[config.mk]
export PLATFORM = sky130hd
export DESIGN_NAME = logic_unit_seq
export DESIGN_NICKNAME = d
export VERILOG_FILES = /design/src/rtl/logic_unit_pkg.sv /design/src/rtl/logic_op_eval.sv /design/src/rtl/logic_unit_seq.sv
export SDC_FILE = /design/constraint.sdc
export NUM_CORES = 1
export LEC_CHECK = 0
export CORE_UTILIZATION = 55
export CTS_CLUSTER_DIAMETER = 120
export DETAILED_ROUTE_END_ITERATION = 8
export PLACE_DENSITY = 0.8
export SETUP_SLACK_MARGIN = 0.4
export SLEW_MARGIN = 20
export SYNTH_ARGS = -nofsm -noshare
export SYNTH_HDL_FRONTEND = slang
export SYNTH_HIERARCHICAL = 1
export SYNTH_SLANG_ARGS = --single-unit
[constraint.sdc]
create_clock -name clk -period 3.4 [get_ports clk]
set_input_delay 0.68 -clock clk [delete_from_list [all_inputs] [get_ports clk]]
set_output_delay 0.68 -clock clk [all_outputs]
set_load 0.03 [all_outputs]
[src/rtl/logic_unit_pkg.sv]
// ---------------------------------------------------------------------------
// logic_unit_pkg
//   Shared definitions for the logic_unit_seq block:
//     op_e      - 3-bit operation codes (bitwise logic functions)
//     state_e   - sequencer states (IDLE / HOLD / GAP)
//     OP_LAST   - last op code of an auto-mode sweep
//     GAP_CNT_W - width of the inter-result dwell counter
//     eval_bit  - single-bit evaluation of an op; the word evaluator
//                 replicates it across the operand width
// ---------------------------------------------------------------------------
package logic_unit_pkg;

  typedef enum logic [2:0] {
    OP_NOT_A = 3'd0,  // ~a
    OP_A     = 3'd1,  //  a
    OP_XNOR  = 3'd2,  // ~(a ^ b)
    OP_XOR   = 3'd3,  //  a ^ b
    OP_OR    = 3'd4,  //  a | b
    OP_NOR   = 3'd5,  // ~(a | b)
    OP_AND   = 3'd6,  //  a & b
    OP_NAND  = 3'd7   // ~(a & b)
  } op_e;

  typedef enum logic [1:0] {
    ST_IDLE = 2'd0,  // waiting for a request, in_ready high
    ST_HOLD = 2'd1,  // result presented, waiting for out_ready
    ST_GAP  = 2'd2   // auto-mode dwell between results
  } state_e;

  localparam logic [2:0] OP_FIRST  = 3'd0;
  localparam logic [2:0] OP_LAST   = 3'd7;
  localparam int         GAP_CNT_W = 8;

  // Every op is purely bitwise, so one bit slice fully describes it.
  function automatic logic eval_bit(input op_e op, input logic a, input logic b);
    logic r;
    case (op)
      OP_NOT_A: r = ~a;
      OP_A:     r = a;
      OP_XNOR:  r = ~(a ^ b);
      OP_XOR:   r = a ^ b;
      OP_OR:    r = a | b;
      OP_NOR:   r = ~(a | b);
      OP_AND:   r = a & b;
      OP_NAND:  r = ~(a & b);
      default:  r = 1'b0;
    endcase
    return r;
  endfunction

endpackage

[src/rtl/logic_op_eval.sv]
// ---------------------------------------------------------------------------
// logic_op_eval
//   Purely combinational WIDTH-bit logic evaluator.
//   Ports:
//     op [2:0]       - operation code (see logic_unit_pkg::op_e)
//     a, b [WIDTH-1:0] - operands
//     y  [WIDTH-1:0] - result, y = f(op, a, b)
// ---------------------------------------------------------------------------
module logic_op_eval
  import logic_unit_pkg::*;
#(
  parameter int WIDTH = 8
) (
  input  logic [2:0]       op,
  input  logic [WIDTH-1:0] a,
  input  logic [WIDTH-1:0] b,
  output logic [WIDTH-1:0] y
);

  op_e op_sel;
  assign op_sel = op_e'(op);

  for (genvar gi = 0; gi < WIDTH; gi++) begin : g_bit
    assign y[gi] = eval_bit(op_sel, a[gi], b[gi]);
  end

endmodule

[src/rtl/logic_unit_seq.sv]
// ---------------------------------------------------------------------------
// logic_unit_seq
//   Sequenced bitwise logic unit. A request (a, b, op, auto_mode) is taken
//   on an in_valid/in_ready handshake. Manual mode produces one result
//   f(op,a,b); auto mode sweeps ops 0..7 over the latched operands, with
//   DWELL idle cycles between results. Each result is held until it is
//   taken on the out_valid/out_ready handshake; done pulses for one cycle
//   when the request retires, coinciding with in_ready returning high.
//   Parameters:
//     WIDTH - operand/result width (1..32)
//     DWELL - idle cycles between successive auto-mode results (0..255)
//   Ports:
//     clk, rst_n         - clock, asynchronous active-low reset
//     a, b               - operands
//     op                 - op select (manual mode)
//     auto_mode          - 0 single op, 1 sweep of all 8 ops
//     in_valid, in_ready - request handshake (in_ready high only in IDLE)
//     out_valid, out_ready - result handshake
//     out_data, out_op   - registered result and the op that produced it
//     done               - one-cycle retire pulse
// ---------------------------------------------------------------------------
module logic_unit_seq
  import logic_unit_pkg::*;
#(
  parameter int WIDTH = 8,
  parameter int DWELL = 4
) (
  input  logic             clk,
  input  logic             rst_n,
  input  logic [WIDTH-1:0] a,
  input  logic [WIDTH-1:0] b,
  input  logic [2:0]       op,
  input  logic             auto_mode,
  input  logic             in_valid,
  output logic             in_ready,
  output logic             out_valid,
  input  logic             out_ready,
  output logic [WIDTH-1:0] out_data,
  output logic [2:0]       out_op,
  output logic             done
);

  // The GAP state is left when the counter reads zero, so loading DWELL-1
  // yields exactly DWELL cycles with out_valid low.
  localparam logic [GAP_CNT_W-1:0] GAP_LOAD =
    (DWELL > 0) ? GAP_CNT_W'(DWELL - 1) : '0;

  // -------------------------------------------------------------------------
  // State
  // -------------------------------------------------------------------------
  state_e               state_q,     state_d;
  logic                 auto_q,      auto_d;
  logic [WIDTH-1:0]     a_lat_q,     a_lat_d;
  logic [WIDTH-1:0]     b_lat_q,     b_lat_d;
  logic [2:0]           cnt_q,       cnt_d;
  logic [GAP_CNT_W-1:0] gap_q,       gap_d;
  logic                 out_valid_q, out_valid_d;
  logic [WIDTH-1:0]     out_data_q,  out_data_d;
  logic [2:0]           out_op_q,    out_op_d;
  logic                 done_q,      done_d;

  // -------------------------------------------------------------------------
  // Shared evaluator. Its inputs are steered to whatever result the next
  // edge may load: the incoming request in IDLE, the following sweep op in
  // HOLD (used when DWELL is 0), and the already-advanced op in GAP.
  // -------------------------------------------------------------------------
  logic [2:0]       eval_op;
  logic [WIDTH-1:0] eval_a;
  logic [WIDTH-1:0] eval_b;
  logic [WIDTH-1:0] eval_y;

  always_comb begin
    eval_op = cnt_q;
    eval_a  = a_lat_q;
    eval_b  = b_lat_q;
    case (state_q)
      ST_IDLE: begin
        eval_op = auto_mode ? OP_FIRST : op;
        eval_a  = a;
        eval_b  = b;
      end
      ST_HOLD: eval_op = cnt_q + 3'd1;
      default: eval_op = cnt_q;
    endcase
  end

  logic_op_eval #(
    .WIDTH (WIDTH)
  ) u_eval (
    .op (eval_op),
    .a  (eval_a),
    .b  (eval_b),
    .y  (eval_y)
  );

  // -------------------------------------------------------------------------
  // Sequencer next-state
  // -------------------------------------------------------------------------
  logic last_result;
  assign last_result = !auto_q || (cnt_q == OP_LAST);

  always_comb begin
    state_d     = state_q;
    auto_d      = auto_q;
    a_lat_d     = a_lat_q;
    b_lat_d     = b_lat_q;
    cnt_d       = cnt_q;
    gap_d       = gap_q;
    out_valid_d = out_valid_q;
    out_data_d  = out_data_q;
    out_op_d    = out_op_q;
    done_d      = 1'b0;

    case (state_q)
      ST_IDLE: begin
        if (in_valid) begin
          a_lat_d     = a;
          b_lat_d     = b;
          auto_d      = auto_mode;
          cnt_d       = OP_FIRST;
          out_valid_d = 1'b1;
          out_data_d  = eval_y;
          out_op_d    = eval_op;
          state_d     = ST_HOLD;
        end
      end

      ST_HOLD: begin
        // out_valid is always high here, so out_ready alone is the handshake.
        if (out_ready) begin
          if (last_result) begin
            out_valid_d = 1'b0;
            done_d      = 1'b1;
            cnt_d       = OP_FIRST;
            state_d     = ST_IDLE;
          end else begin
            cnt_d = cnt_q + 3'd1;
            if (DWELL == 0) begin
              out_data_d = eval_y;
              out_op_d   = eval_op;
            end else begin
              out_valid_d = 1'b0;
              gap_d       = GAP_LOAD;
              state_d     = ST_GAP;
            end
          end
        end
      end

      ST_GAP: begin
        if (gap_q == '0) begin
          out_valid_d = 1'b1;
          out_data_d  = eval_y;
          out_op_d    = cnt_q;
          state_d     = ST_HOLD;
        end else begin
          gap_d = gap_q - 1'b1;
        end
      end

      default: begin
        out_valid_d = 1'b0;
        cnt_d       = OP_FIRST;
        state_d     = ST_IDLE;
      end
    endcase
  end

  // -------------------------------------------------------------------------
  // Registers
  // -------------------------------------------------------------------------
  always_ff @(posedge clk or negedge rst_n) begin
    if (!rst_n) begin
      state_q     <= ST_IDLE;
      auto_q      <= 1'b0;
      a_lat_q     <= '0;
      b_lat_q     <= '0;
      cnt_q       <= '0;
      gap_q       <= '0;
      out_valid_q <= 1'b0;
      out_data_q  <= '0;
      out_op_q    <= '0;
      done_q      <= 1'b0;
    end else begin
      state_q     <= state_d;
      auto_q      <= auto_d;
      a_lat_q     <= a_lat_d;
      b_lat_q     <= b_lat_d;
      cnt_q       <= cnt_d;
      gap_q       <= gap_d;
      out_valid_q <= out_valid_d;
      out_data_q  <= out_data_d;
      out_op_q    <= out_op_d;
      done_q      <= done_d;
    end
  end

  // -------------------------------------------------------------------------
  // Outputs
  // -------------------------------------------------------------------------
  assign in_ready  = (state_q == ST_IDLE);
  assign out_valid = out_valid_q;
  assign out_data  = out_data_q;
  assign out_op    = out_op_q;
  assign done      = done_q;

endmodule

==> results.md <==
- Yosys top cell by area: dfrtp_1
- Initial antenna violation count: 0
- Routed Antenna Nets: 0
- Gr ovfl total: 0
- Internal power: 1.999 mW
- Initial detailed-routing violation count: 80
- Die width: ~74 um
- Vias in the first global route: 1917
- Seq/Total Area, Yosys: 37.79%
- Core Area: 0.004848 mm^2
- Fill cell count: 387
- Shortest period the worst path allows: 2.722 ns
- Status: complete, no violations
- Port Buffer Count: 37
- Hold path startpoint: auto_q
- Leakage: 1.485 nW
- Routed WL per cell: 14.59 um
- Final Wtd Congestion: ~0.88
- TritonCTS buffer count: 5
- RSZ-0062 raised after global routing: false
- Synth top area share: 37.79%
- Hold Crit Class: flip-flop to flip-flop
- Origin of the critical flop-to-flop path: state_q[0]
- Peak per-stage delay on the critical path: 0.65 ns
- Global-route wire length before repair: 8776 um
- Via Count: between 1.5k and 2k
- Crit start category: input port
- Worst clock skew: 0.005702 ns
- Post-DP HPWL: 3851 um
- Asr flop ratio synth: between 90% and 100%
- Clk pwr share: 9.4%
- H-tree depth: 2
- Starting density of the core: 58.74%
- Slowest cell on crit path: mux4_1
- Most common cell in the netlist: dfrtp_1
- Max clock buf depth: 2
- Synthesized cell area: between 0.002 and 0.003 mm^2
- Row cnt: 25
- Layout area overhead: 16.61%
- Top Ports: 38
- Die footprint: 0.005469 mm^2
- Peak supply drop: 0.4691 mV
- Sw frac: 40.14%
- Crit path kind: input port to flip-flop
- Synth warn: 6
- Final hold violation count: 0
- Fmax achieved: 367.4 MHz
- CTS tree: done
- Critical Path Start: auto_mode
- Post-CTS Setup Inserts: 0
- Synth Instances: about 250
- Reg power frac: a little over a quarter
- Worst path arrival time: 2.91 ns
- DRC: 0
- Die H: approximately 74 um
- Tightest Pin Transition: approximately 0.95 ns
- Power Density: 1006 mW/mm^2
- Synth cell types: 44
- DR pass1 iterations: 4
- Hold buffers post-CTS: 0
- Ant diodes: 0
- Max-slew violation count: 0
- Dpl cell area: approximately 0.0032 mm^2
- Largest net degree at the start of global routing: 44
- Vias per cell: 5.480
- Final #Nets: 328
- Worst-skew pair later-pin latency: 0.30 ns
- Worst slew margin: 36.54%
- Worst Path Required: ~3.6 ns
- Layout cells sized above 1: 25.96%
- Sw Pwr: 1.341 mW
- Final wirelength: 5136 um
- GRT Total Usage: about a fifth
- Maximum fanout along the worst path: 7
- CTS clock-pin slew for the worst setup and hold paths: around 0.08 ns
- Sink Count: between 40 and 50
- Cell area after layout: between 0.003 and 0.004 mm^2
- Fin Setup TNS: 0 ns
- Post-synth top cells: dfrtp_1, mux2_2, inv_1, ha_1, nand2_1
- Count of final setup violators: 0
- Syn_area_per_cell: 11.62 um^2
- CTS resizes: 0
- Combinational Power Share: 63.2%
- Ys flop type: dfrtp_1
- Max-cap violations: 0
- Number of flops mapped to enable cells by yosys: 0
- Critical path endpoint category: flip-flop
- Final period util: 80.05%
- Synth area leaders: dfrtp_1, mux2_2, ha_1
- Syn Nets: 289
- Synth Register Bits: 43
- Critical-path cell list: clkdlybuf4s50_1 > nor2_1 > a22oi_1 > o21ai_1 > mux4_1 > xnor2_1 > mux2_4
- Root Buffer: clkbuf_8
-- placed cells by master, fill, tap and decap left out, types with 5 or more instances in the layout --
master and n:
dfrtp_1 43, mux2_2 36, clkdlybuf4s50_1 36, inv_1 27, ha_1 20, nand2_1 14
mux2_4 8, xnor2_1 8, o21ai_0 7, buf_4 7, nor3b_1 5, a21oi_1 5
clkbuf_8 5
-- metrics by stage --
step	setup WS, ns	instances	util (%)	total power [mW]	hold slack (ns)
2_1_floorplan	0.6331	245	-	2.572	0.3844
3_3_place_gp	0.4034	344	66.81	2.940	0.4549
3_5_place_dp	0.3928	344	66.81	3.047	0.4602
4_1_cts	0.7013	352	68.49	3.366	0.4770
5_1_grt	0.5642	352	68.49	3.607	0.5234
6_report	0.6784	352	68.49	3.340	0.4767
-- power groups by stage --
| stage | clock, mW | sequential, mW | combinational, mW |
|---|---|---|---|
| finish | 0.313 | 0.917 | 2.11 |
| global route | 0.340 | 0.953 | 2.31 |
| CTS | 0.323 | 0.920 | 2.12 |
| detailed placement | 0 | 0.929 | 2.12 |
| global placement | 0 | 0.918 | 2.02 |
| floorplan | 0 | 1.01 | 1.56 |
-- sequential cells by signal, summed over array words and instances, names as in the netlist --
name       count
out_data       8
out_valid      1
done           1
b_lat_q        8
cnt_q          3
state_q        2
out_op         3
auto_q         1
a_lat_q        8
gap_q          8
-- per-layer routing --
metal  global-route usage, %  part of all wire, %  up-vias
met5                       0                    0        -
met4                   8.120                  1.8        0
met3                   4.336                  2.5        8
met2                   36.36                   51       28
met1                   26.73                   45      962
li1                        -                    -      931
-- final timing paths --
kind	cells after the start	slack, ns	end
worst max register to register	8	0.74	out_data[5]
worst max-delay path	7	0.68	out_data[1]
worst min register to register	1	0.48	done
worst min-delay path	1	0.48	done
max in group asynchronous	1	2.28	b_lat_q[1]
min in group asynchronous	1	0.52	gap_q[0]
-- kinds of logic (layout without fill, tap and decap cells) --
logic type | count (synthesis) | count (layout) | synth area share, %
muxes | 53 | 53 | 24.52
xor gates and xnor gates | 12 | 12 | 3.691
and+or+nand+nor | 51 | 51 | 11.38
DFF | 43 | 43 | 37.79
adders and majority gates | 20 | 20 | 8.787
AOI/OAI and AO/OA | 27 | 27 | 6.415
buffers and inverters | 39 | 79 | 7.425
-- layout make-up --
| cell class | instances | area [um^2] | share of cell area, % |
|---|---|---|---|
| inverters | 27 | 101.3 | 3.052 |
| flip-flops and latches | 43 | 1076 | 32.40 |
| multi-input cells | 163 | 1560 | 46.99 |
| clock inverters | 1 | 5.005 | 0.1507 |
| well taps | 67 | 83.83 | 2.524 |
| repair buffers | 44 | 417.9 | 12.58 |
| clock buffers | 7 | 76.32 | 2.298 |
-- worst max-delay path: cells and delay by family --
family / cells / cell delay [ns]
multiplexers: 2 / 0.91
AO/OA/AOI/OAI: 2 / 0.57
buffers and inverters: 1 / 0.45
AND/OR/NAND/NOR: 1 / 0.15
XOR/XNOR: 1 / 0.14
(Power assumes the default switching activity.)
